## src/rtl/aes_seq_pkg.sv

```systemverilog
// Shared types and widths for the AES block sequencer.
package aes_seq_pkg;

    localparam int unsigned AES_BLK_W = 128;

    typedef logic [AES_BLK_W-1:0] aes_blk_t;

    typedef enum logic [1:0] {
        IDLE  = 2'd0,
        ISSUE = 2'd1,
        WAIT  = 2'd2
    } seq_state_t;

endpackage

```

## src/rtl/aes_seq_fifo.sv

```systemverilog
// DEPTH x 128-bit synchronous FIFO; pointers carry one extra wrap bit to tell full from empty.
module aes_seq_fifo
    import aes_seq_pkg::*;
#(
    parameter int unsigned DEPTH = 4
) (
    input  logic                 i_clk,
    input  logic                 i_rst_n,
    input  logic                 i_push,
    input  logic [AES_BLK_W-1:0] i_wdata,
    input  logic                 i_pop,
    output logic [AES_BLK_W-1:0] o_rdata,
    output logic                 o_full,
    output logic                 o_empty
);

    localparam int unsigned AW = $clog2(DEPTH);
    localparam int unsigned PW = AW + 1;

    aes_blk_t        r_mem [DEPTH];
    logic [PW-1:0]   r_wr_ptr;
    logic [PW-1:0]   r_rd_ptr;
    logic            w_do_push;
    logic            w_do_pop;

    assign o_empty   = (r_wr_ptr == r_rd_ptr);
    assign o_full    = (r_wr_ptr[AW-1:0] == r_rd_ptr[AW-1:0]) && (r_wr_ptr[AW] != r_rd_ptr[AW]);
    assign w_do_push = i_push & ~o_full;
    assign w_do_pop  = i_pop & ~o_empty;
    assign o_rdata   = r_mem[r_rd_ptr[AW-1:0]];

    always_ff @(posedge i_clk or negedge i_rst_n) begin
        if (!i_rst_n) begin
            r_wr_ptr <= '0;
            r_rd_ptr <= '0;
        end else begin
            if (w_do_push) r_wr_ptr <= r_wr_ptr + PW'(1);
            if (w_do_pop)  r_rd_ptr <= r_rd_ptr + PW'(1);
        end
    end

    // Storage is not reset; the pointers alone define valid contents.
    always_ff @(posedge i_clk) begin
        if (w_do_push) r_mem[r_wr_ptr[AW-1:0]] <= i_wdata;
    end

endmodule

```

## src/rtl/aes_block_sequencer.sv

```systemverilog
// Streaming ECB/CBC front-end that drives one aes_top core through its START/DONE handshake.
// Optional watchdog on the core response: define AES_SEQ_TIMEOUT_EN.
module aes_block_sequencer
    import aes_seq_pkg::*;
#(
    parameter int unsigned DEPTH          = 4,
    parameter logic        CORE_ENC_VAL   = 1'b1,
    parameter int unsigned TIMEOUT_CYCLES = 64
) (
    input  logic                 CLK,
    input  logic                 nRST,
    input  logic                 cfg_load,
    input  logic [AES_BLK_W-1:0] cfg_key,
    input  logic [AES_BLK_W-1:0] cfg_iv,
    input  logic                 cfg_cbc,
    input  logic                 cfg_dec,
    input  logic                 in_valid,
    output logic                 in_ready,
    input  logic [AES_BLK_W-1:0] in_data,
    output logic                 out_valid,
    input  logic                 out_ready,
    output logic [AES_BLK_W-1:0] out_data,
    output logic                 busy,
    output logic                 err,
    output logic                 core_start,
    output logic                 core_encdec,
    output logic [AES_BLK_W-1:0] core_key,
    output logic [AES_BLK_W-1:0] core_textin,
    input  logic                 core_done,
    input  logic [AES_BLK_W-1:0] core_textout
);

    seq_state_t r_state;
    aes_blk_t   r_key;
    aes_blk_t   r_chain;
    aes_blk_t   r_blk_q;
    aes_blk_t   r_core_textin;
    aes_blk_t   r_out_data;
    logic       r_cbc;
    logic       r_dec;
    logic       r_core_start;
    logic       r_core_encdec;
    logic       r_out_valid;

    logic       w_fifo_full;
    logic       w_fifo_empty;
    aes_blk_t   w_fifo_head;
    logic       w_push;
    logic       w_pop;
    logic       w_busy;
    logic       w_cfg_take;
    aes_blk_t   w_core_in;
    aes_blk_t   w_result;

    assign w_push     = in_valid & ~w_fifo_full;
    assign w_pop      = (r_state == ISSUE);
    assign w_busy     = ~w_fifo_empty | (r_state != IDLE) | r_out_valid;
    assign w_cfg_take = cfg_load & ~w_busy;

    // Chaining XORs sit in front of the request/result registers.
    assign w_core_in  = (r_cbc & ~r_dec) ? (w_fifo_head ^ r_chain) : w_fifo_head;
    assign w_result   = (r_cbc &  r_dec) ? (core_textout ^ r_chain) : core_textout;

    aes_seq_fifo #(
        .DEPTH (DEPTH)
    ) u_fifo (
        .i_clk   (CLK),
        .i_rst_n (nRST),
        .i_push  (w_push),
        .i_wdata (in_data),
        .i_pop   (w_pop),
        .o_rdata (w_fifo_head),
        .o_full  (w_fifo_full),
        .o_empty (w_fifo_empty)
    );

`ifdef AES_SEQ_TIMEOUT_EN
    localparam int unsigned TW = $clog2(TIMEOUT_CYCLES + 1);
    logic [TW-1:0] r_tmo_cnt;
    logic          r_err;
    logic          w_tmo_hit;

    assign w_tmo_hit = (r_state == WAIT) && !core_done && (r_tmo_cnt == TW'(TIMEOUT_CYCLES - 1));
    assign err       = r_err;

    always_ff @(posedge CLK or negedge nRST) begin
        if (!nRST) begin
            r_tmo_cnt <= '0;
            r_err     <= 1'b0;
        end else begin
            if (r_state != WAIT) r_tmo_cnt <= '0;
            else                 r_tmo_cnt <= r_tmo_cnt + TW'(1);
            if (w_tmo_hit)       r_err <= 1'b1;
            else if (w_cfg_take) r_err <= 1'b0;
        end
    end
`else
    logic w_tmo_hit;
    logic w_unused_tmo;

    assign w_tmo_hit    = 1'b0;
    assign w_unused_tmo = ^32'(TIMEOUT_CYCLES);
    assign err          = 1'b0;
`endif

    // Sequencer FSM plus the configuration, chain and output registers.
    always_ff @(posedge CLK or negedge nRST) begin
        if (!nRST) begin
            r_state       <= IDLE;
            r_key         <= '0;
            r_chain       <= '0;
            r_blk_q       <= '0;
            r_core_textin <= '0;
            r_out_data    <= '0;
            r_cbc         <= 1'b0;
            r_dec         <= 1'b0;
            r_core_start  <= 1'b0;
            r_core_encdec <= CORE_ENC_VAL;
            r_out_valid   <= 1'b0;
        end else begin
            if (w_cfg_take) begin
                r_key         <= cfg_key;
                r_chain       <= cfg_iv;
                r_cbc         <= cfg_cbc;
                r_dec         <= cfg_dec;
                r_core_encdec <= cfg_dec ? ~CORE_ENC_VAL : CORE_ENC_VAL;
            end
            if (r_out_valid && out_ready) r_out_valid <= 1'b0;

            case (r_state)
                IDLE: begin
                    if (!w_fifo_empty && !r_out_valid) begin
                        r_state       <= ISSUE;
                        r_core_start  <= 1'b1;
                        r_core_textin <= w_core_in;
                        r_blk_q       <= w_fifo_head;
                    end
                end
                ISSUE: begin
                    r_core_start <= 1'b0;
                    r_state      <= WAIT;
                end
                WAIT: begin
                    if (core_done) begin
                        r_out_data  <= w_result;
                        r_out_valid <= 1'b1;
                        if (r_cbc) r_chain <= r_dec ? r_blk_q : core_textout;
                        r_state     <= IDLE;
                    end else if (w_tmo_hit) begin
                        r_state <= IDLE;
                    end
                end
                default: r_state <= IDLE;
            endcase
        end
    end

    assign in_ready    = ~w_fifo_full;
    assign busy        = w_busy;
    assign out_valid   = r_out_valid;
    assign out_data    = r_out_data;
    assign core_start  = r_core_start;
    assign core_encdec = r_core_encdec;
    assign core_key    = r_key;
    assign core_textin = r_core_textin;

endmodule

```

## config.mk

```make
export PLATFORM = sky130hd
export DESIGN_NAME = aes_block_sequencer
export DESIGN_NICKNAME = d
export VERILOG_FILES = /design/src/rtl/aes_seq_pkg.sv /design/src/rtl/aes_seq_fifo.sv /design/src/rtl/aes_block_sequencer.sv
export SDC_FILE = /design/constraint.sdc
export NUM_CORES = 2
export LEC_CHECK = 0
export CAP_MARGIN = 15
export CELL_PAD_IN_SITES_DETAIL_PLACEMENT = 1
export CELL_PAD_IN_SITES_GLOBAL_PLACEMENT = 1
export CORE_AREA = 2 2 358 360
export DETAILED_ROUTE_END_ITERATION = 7
export DIE_AREA = 0 0 360 362
export PLACE_DENSITY = 0.84
export SLEW_MARGIN = 5
export SYNTH_ARGS = -nofsm -noshare
export SYNTH_HDL_FRONTEND = slang
export SYNTH_SLANG_ARGS = --single-unit
```

## constraint.sdc

```tcl
create_clock -name CLK -period 9.22 [get_ports CLK]
set_input_delay 0.922 -clock CLK [delete_from_list [all_inputs] [get_ports CLK]]
set_output_delay 0.922 -clock CLK [all_outputs]
set_load 0.01 [all_outputs]
```

== Word level (Yosys, flattened, before mapping) ==
Memories as Yosys holds them, arrays and structs flattened.
Index checks and enable logic that the tools add are counted.

* Add/sub/neg operators: 2
* Reductions and logical operators: 12
* Bitwise logic cells: 14
* Muxes and demuxes: 18
* Eq/ne operators: 7

{| class="wikitable"
|+ Operator list
! kind !! count
|-
| $mux 128 || 7
|-
| $xor 128x128->128 || 2
|-
| $reduce_and 2->1 || 4
|-
| $mux 1 || 7
|-
| $add 3x1->3 const B || 2
|-
| $and 1x1->1 || 6
|-
| $pmux 2 s3 || 1
|-
| $mux 2 || 2
|-
| $ne 2x2->1 const B || 2
|-
| $not 1->1 || 4
|-
| $reduce_bool 2->1 || 2
|-
| $eq 3x3->1 || 1
|-
| $logic_and 1x1->1 || 3
|-
| $eq 2x1->1 const B || 1
|-
| $eq 2x2->1 || 1
|-
| $eq 2x2->1 const B || 1
|-
| $logic_not 1->1 || 2
|-
| $logic_not 2->1 || 1
|-
| $or 1x1->1 || 2
|-
| $pmux 1 s2 || 1
|-
| $ne 1x1->1 || 1
|}

* Bits of input ports: 520
* Logic and storage cells: 67
* Output and inout bits: 390
* Bits in registers: 653
* RAM bits: 512
* Memories kept: 1

{| class="wikitable"
|+ Memory list
! name !! words !! width !! read ports !! clocked after Yosys merged registers in !! write ports !! RTL line !! text
|-
| u_fifo.r_mem || 4 || 128 || 1 || 0 || 1 || aes_seq_fifo.sv:20 || <nowiki>aes_blk_t r_mem [DEPTH];</nowiki>
|}

== Longest topological paths before layout ==
* Word-level depth: 10
* Depth in mapped cells: 8
* Gate-level depth less buffers: 4

== Cells and area by module ==
Synthesis repeated with hierarchy kept, for this count alone.

* Cells, all modules: 3,404
* Area, all modules: 49,105.8 sq um

{| class="wikitable"
|+ By module, submodules not included
! module !! sequential area each (sq um) !! instances !! area an instance (sq um) !! cells each
|-
| aes_block_sequencer || 16,191.8 || 1 || 30,126.4 || 2,686
|-
| aes_seq_fifo || 15,524.9 || 1 || 18,979.5 || 718
|}

== Worst setup path after synthesis ==
Ideal clock, no wire load.

* Path kind: input-to-reg
* Start point: input in_valid
* End point: memory u_fifo.r_mem[3][0] (netlist name), enable pin
* Arrival: 4,151 ps
* Slack: 4,564 ps
* Data required time: 8,716 ps
* Path buffers: 0
* Cell stages on the path: 2
* Cell sequence: o31a_1 and2_1

* Word-level cells in the longest chain between the ends: 4

{| class="wikitable"
|+ RTL lines
! what !! RTL line !! text
|-
| from (decl) || aes_block_sequencer.sv:17 || <nowiki>input logic in_valid,</nowiki>
|-
| $and 1x1->1 || aes_block_sequencer.sv:55 || <nowiki>assign w_push = in_valid & ~w_fifo_full;</nowiki>
|-
| $and 1x1->1 || aes_seq_fifo.sv:28 || <nowiki>assign w_do_push = i_push & ~o_full;</nowiki>
|-
| $mux 1 || aes_seq_fifo.sv:44 || <nowiki>if (w_do_push) r_mem[r_wr_ptr[AW-1:0]] <= i_wdata;</nowiki>
|-
| $mux 1 (not written as such) || aes_seq_fifo.sv:44 ||
|-
| to (decl) || aes_seq_fifo.sv:20 ||
|}

No other way between the ends.

== Worst setup path in the final report ==
* Start point: register u_fifo.r_rd_ptr[0]
* End point: register r_blk_q[49]

* Word-level cells in the longest chain between the ends: 4

{| class="wikitable"
|+ RTL lines
! what !! RTL line !! text
|-
| from (decl) || aes_seq_fifo.sv:22 || <nowiki>logic [PW-1:0] r_rd_ptr;</nowiki>
|-
| from (signal assigned) || aes_seq_fifo.sv:38 || <nowiki>if (w_do_pop) r_rd_ptr <= r_rd_ptr + PW'(1);</nowiki>
|-
| $eq 3x3->1 || aes_seq_fifo.sv:26 || <nowiki>assign o_empty = (r_wr_ptr == r_rd_ptr);</nowiki>
|-
| $logic_not 1->1 || aes_block_sequencer.sv:132 || <nowiki>if (!w_fifo_empty && !r_out_valid) begin</nowiki>
|-
| $logic_and 1x1->1 || aes_block_sequencer.sv:132 ||
|-
| $reduce_and 2->1 (no line) || - ||
|-
| to (signal assigned) || aes_block_sequencer.sv:136 || <nowiki>r_blk_q <= w_fifo_head;</nowiki>
|-
| to (decl) || aes_block_sequencer.sv:36 || <nowiki>aes_blk_t r_blk_q;</nowiki>
|}

Several ways; a longest one is shown, not always the timed one.
A chain may end at the register's enable or synchronous reset.

==> reports/results.txt <==
cell internal pwr: 14770 uW
layout overhead on the synthesized area: 30.53%
final wirelength: 163.4 mm
Worst Setup EP: r_blk_q[49]
Post CTS Setup Buffer Count: 0
pin count of the biggest net entering global routing: 154
Avg Vias per Cell: 5.311
maximum frequency from static timing analysis: 250.3 MHz
number of nets produced by synthesis: 4211
Post-Layout Cell Count: 6354
placed wire-length estimate after detailed placement: 108.7 mm
async set-reset flop share out of synthesis: 56.05%
clk slew on worst S/H paths: 0.06 ns
max-capacitance violation count: 0
kind of critical path: flip-flop to flip-flop
standard cell core area: 126700 um2
number of antenna violations at the first check in global routing: 65
final max-slew violation count: 0
library cell contributing the largest single delay on the critical path: sky130_fd_sc_hd__dfrtp_4
number of gates on the worst path with buffers counted: 5
remaining number of nets flagged by the antenna check after routing: 0
total leakage power: 0.02451 uW
CP Max Fanout: 147
worst setup path start: u_fifo.r_rd_ptr[0]
sw frac: 36.61%
die boundary width: 360 um
crit path cell chain: xor2_1, o31a_2, buf_12, buf_4, mux2_2
share of total power in combinational logic: 39.9%
starting density of the core: 38.12%
worst-case vdd ir drop: 348.3 uV
tightest slew margin relative to the limit: 26.91%
fraction of final layout cells with drive strength greater than 1: 11.01%
gr ovfl total: 0
flop2flop setup slack: 5.22 ns
signal arrival time at the worst endpoint: 4.63 ns
nature of the critical path endpoint: flip-flop
Worst Tran Pin Value: 1.096 ns
share of the synthesized area in the top cell type: 33.79%
number of flops mapped to enable cells by yosys: 512
1st-iter DRT viols: 2414
post-synthesis average cell area: 13.10 um2
outcome: finished, final reports clean
number of warnings printed during yosys synthesis: 0
Routability Congestion: 0.8416
portion of the clock cycle consumed by the worst path in the final layout: 43.34%
Switch Pwr: 8529 uW
clock tree from TritonCTS: yes
min cycle time layout: 3.996 ns
biggest area consumer among synthesized cells: sky130_fd_sc_hd__dfrtp_1
largest cells by area after synthesis: sky130_fd_sc_hd__dfrtp_1 (34%), sky130_fd_sc_hd__edfxtp_1 (32%), sky130_fd_sc_hd__nand2_1 (7.5%)
sequential area share after synthesis: 65.68%
Tightest Hold Check Type: input port to asynchronous set/reset pin
final core utilization: 49.75%
hold buffers post-CTS: 0
total number of clock tree sinks: 1165
buffers and inverters on the worst path: 2
dominant delay contributor by cell family on the critical path: buffers and inverters
wire length of the first global-routing pass: 241.0 mm
required time at the worst-slack endpoint: 9.86 ns
Post-Layout Inst Area: 63040 um2
post-DR wirelength/cell: 25.72 um
Clock Skews: 0.03845 ns
DR vias: 33750
Port Buffers: 908
setup TNS after final layout: 0 ns
CTS HTree Levels: 4
final setup fails: 0
via count of the first global-routing pass: 36920
startpoint of the most critical register-to-register path: u_fifo.r_rd_ptr[0]
CTS root buffer: sky130_fd_sc_hd__clkbuf_16
Resized Gates After CTS: 0
TritonCTS buffer count: 130
Site Rows: 131
clock power share: 22.6%
placed insts: 6065
Flop pwr share: 37.6%
setup repair after global routing missed its margin: false
Max Buffers Root-to-Sink: 3
Worst path max stage delay: 0.98 ns
r2r worst-path depth: 5
Syn Inst Count: 3686
Synth Cell Area: 48290 um2
Cell variety after synth: 38
full die area: 130300 um2
Initial DRT Pass Iterations: 5
all-layer global routing usage: 24.59%
FF-to-FF End: r_blk_q[49]
vertical die dimension: 362 um
number of synthesized register bits: 1165
total power density per cell area: 369.5 nW/um2
kind of start point of the critical path: flip-flop
Fin. Hold Viols: 0
number of nets in the layout: 5060
clk_lat worst skew: 0.77 ns
number of placed I/O pins: 910
cell area reported after detailed placement: 58630 um2
DRC violation count after routing: 0
prevailing post-synth register cell: sky130_fd_sc_hd__dfrtp_1
## power groups by stage
stage / combinational [uW] / sequential [uW] / clock (uW)
floorplan: 5330 / 8720 / 0
global placement: 8800 / 8630 / 0
detailed placement: 9210 / 8760 / 0
CTS: 9380 / 8730 / 5360
global route: 9990 / 8930 / 5540
finish: 9280 / 8750 / 5260
## worst register-to-register path: cells and delay by family, from the launching register on
kind | cells | cell delay (ns)
buf+inv | 2 | 1.44
mux | 1 | 0.41
flops | 1 | 0.98
xor+xnor | 1 | 0.27
compound gates | 1 | 0.81
## sequential cells by signal (all words and copies together), names as in the netlist, 2 cells and up
| register | flops |
|---|---|
| core_key | 128 |
| r_blk_q | 128 |
| u_fifo.r_wr_ptr | 3 |
| out_data | 128 |
| u_fifo.r_mem | 512 |
| r_state | 2 |
| u_fifo.r_rd_ptr | 3 |
| r_chain | 128 |
| core_textin | 128 |
## cell usage after synthesis, drive strengths merged (2+ instances only)
master / count
and2: 5
nand2b: 2
o21ai: 133
dfrtp: 652
edfxtp: 512
buf: 158
a211oi: 56
ha: 5
a21oi: 200
nand2: 959
clkbuf: 77
mux2i: 72
o31a: 2
nor2b: 57
xnor2: 5
a31oi: 57
a22oi: 72
xor2: 261
nor2: 129
nand4: 2
mux4: 128
inv: 4
mux2: 129
## worst min path at each step
stage	startpoint	end	slack (ns)	cells past startpoint
2_1_floorplan	r_blk_q[0]	r_blk_q[0]	0.48	1
3_3_place_gp	core_key[117]	core_key[117]	0.46	2
3_5_place_dp	core_key[11]	core_key[11]	0.46	2
4_1_cts	nRST	out_data[40]	0.17	1
5_1_grt	nRST	out_data[39]	0.21	1
6_report	nRST	out_data[39]	0.18	1
## kinds of logic (layout without fill, tap and decap cells)
logic type               count (synthesis)  after routing  share of synthesized area, %
multiplexers                           329            329                         11.01
buffers and inverters                  239           1194                         2.671
AO/OA/AOI/OAI                          521            521                         6.231
XOR/XNOR                               266            266                         4.855
adder cells (fa/ha/maj)                  5              5                        0.1295
AND/OR/NAND/NOR                       1160           1160                         9.415
other                                    1             52                      0.007765
flip-flops                            1165           1165                         65.68
## through the flow
stage                     setup WS (ns)  hold WS [ns]  total power (uW)
after global placement            5.291        0.4569             17430
after detailed placement          5.243        0.4626             17970
after floorplan                   4.564        0.4804             14060
after CTS                         5.332        0.1661             23460
after global routing              5.027        0.2077             24470
final                             5.224        0.1809             23290
## per-layer routing
metal	up-vias	share of wire, %	track usage (%)	wire, um
met4	32	4.6	12.41	7542
met2	1171	50	41.59	82390
li1	14640	-	-	-
met3	359	6.2	6.194	10120
met1	17540	39	29.15	63140
met5	-	0.13	0	207
## placed cells by master (no fill, tap or decap), types with 70 or more instances in the layout
master                              n
sky130_fd_sc_hd__o21ai_0          133
sky130_fd_sc_hd__clkdlybuf4s50_1  907
sky130_fd_sc_hd__a22oi_1           72
sky130_fd_sc_hd__edfxtp_1         512
sky130_fd_sc_hd__xor2_1           261
sky130_fd_sc_hd__nor2_1           128
sky130_fd_sc_hd__mux2_4            70
sky130_fd_sc_hd__clkbuf_16        132
sky130_fd_sc_hd__a21oi_1          200
sky130_fd_sc_hd__nand2_1          959
sky130_fd_sc_hd__mux2i_1           72
sky130_fd_sc_hd__dfrtp_1          649
sky130_fd_sc_hd__mux4_2           128
## area by class of cell
| cell class | count | area (um2) |
|---|---|---|
| fill | 12910 | 63660 |
| sequential | 1165 | 31730 |
| multi-input combinational | 2282 | 15320 |
| timing repair buffer | 952 | 9487 |
| clock buffer | 189 | 3667 |
| tap | 1662 | 2079 |
| clock inverter | 49 | 614.3 |
| antenna | 51 | 127.6 |
| inverter | 4 | 15.01 |
(Power assumes the default switching activity.)
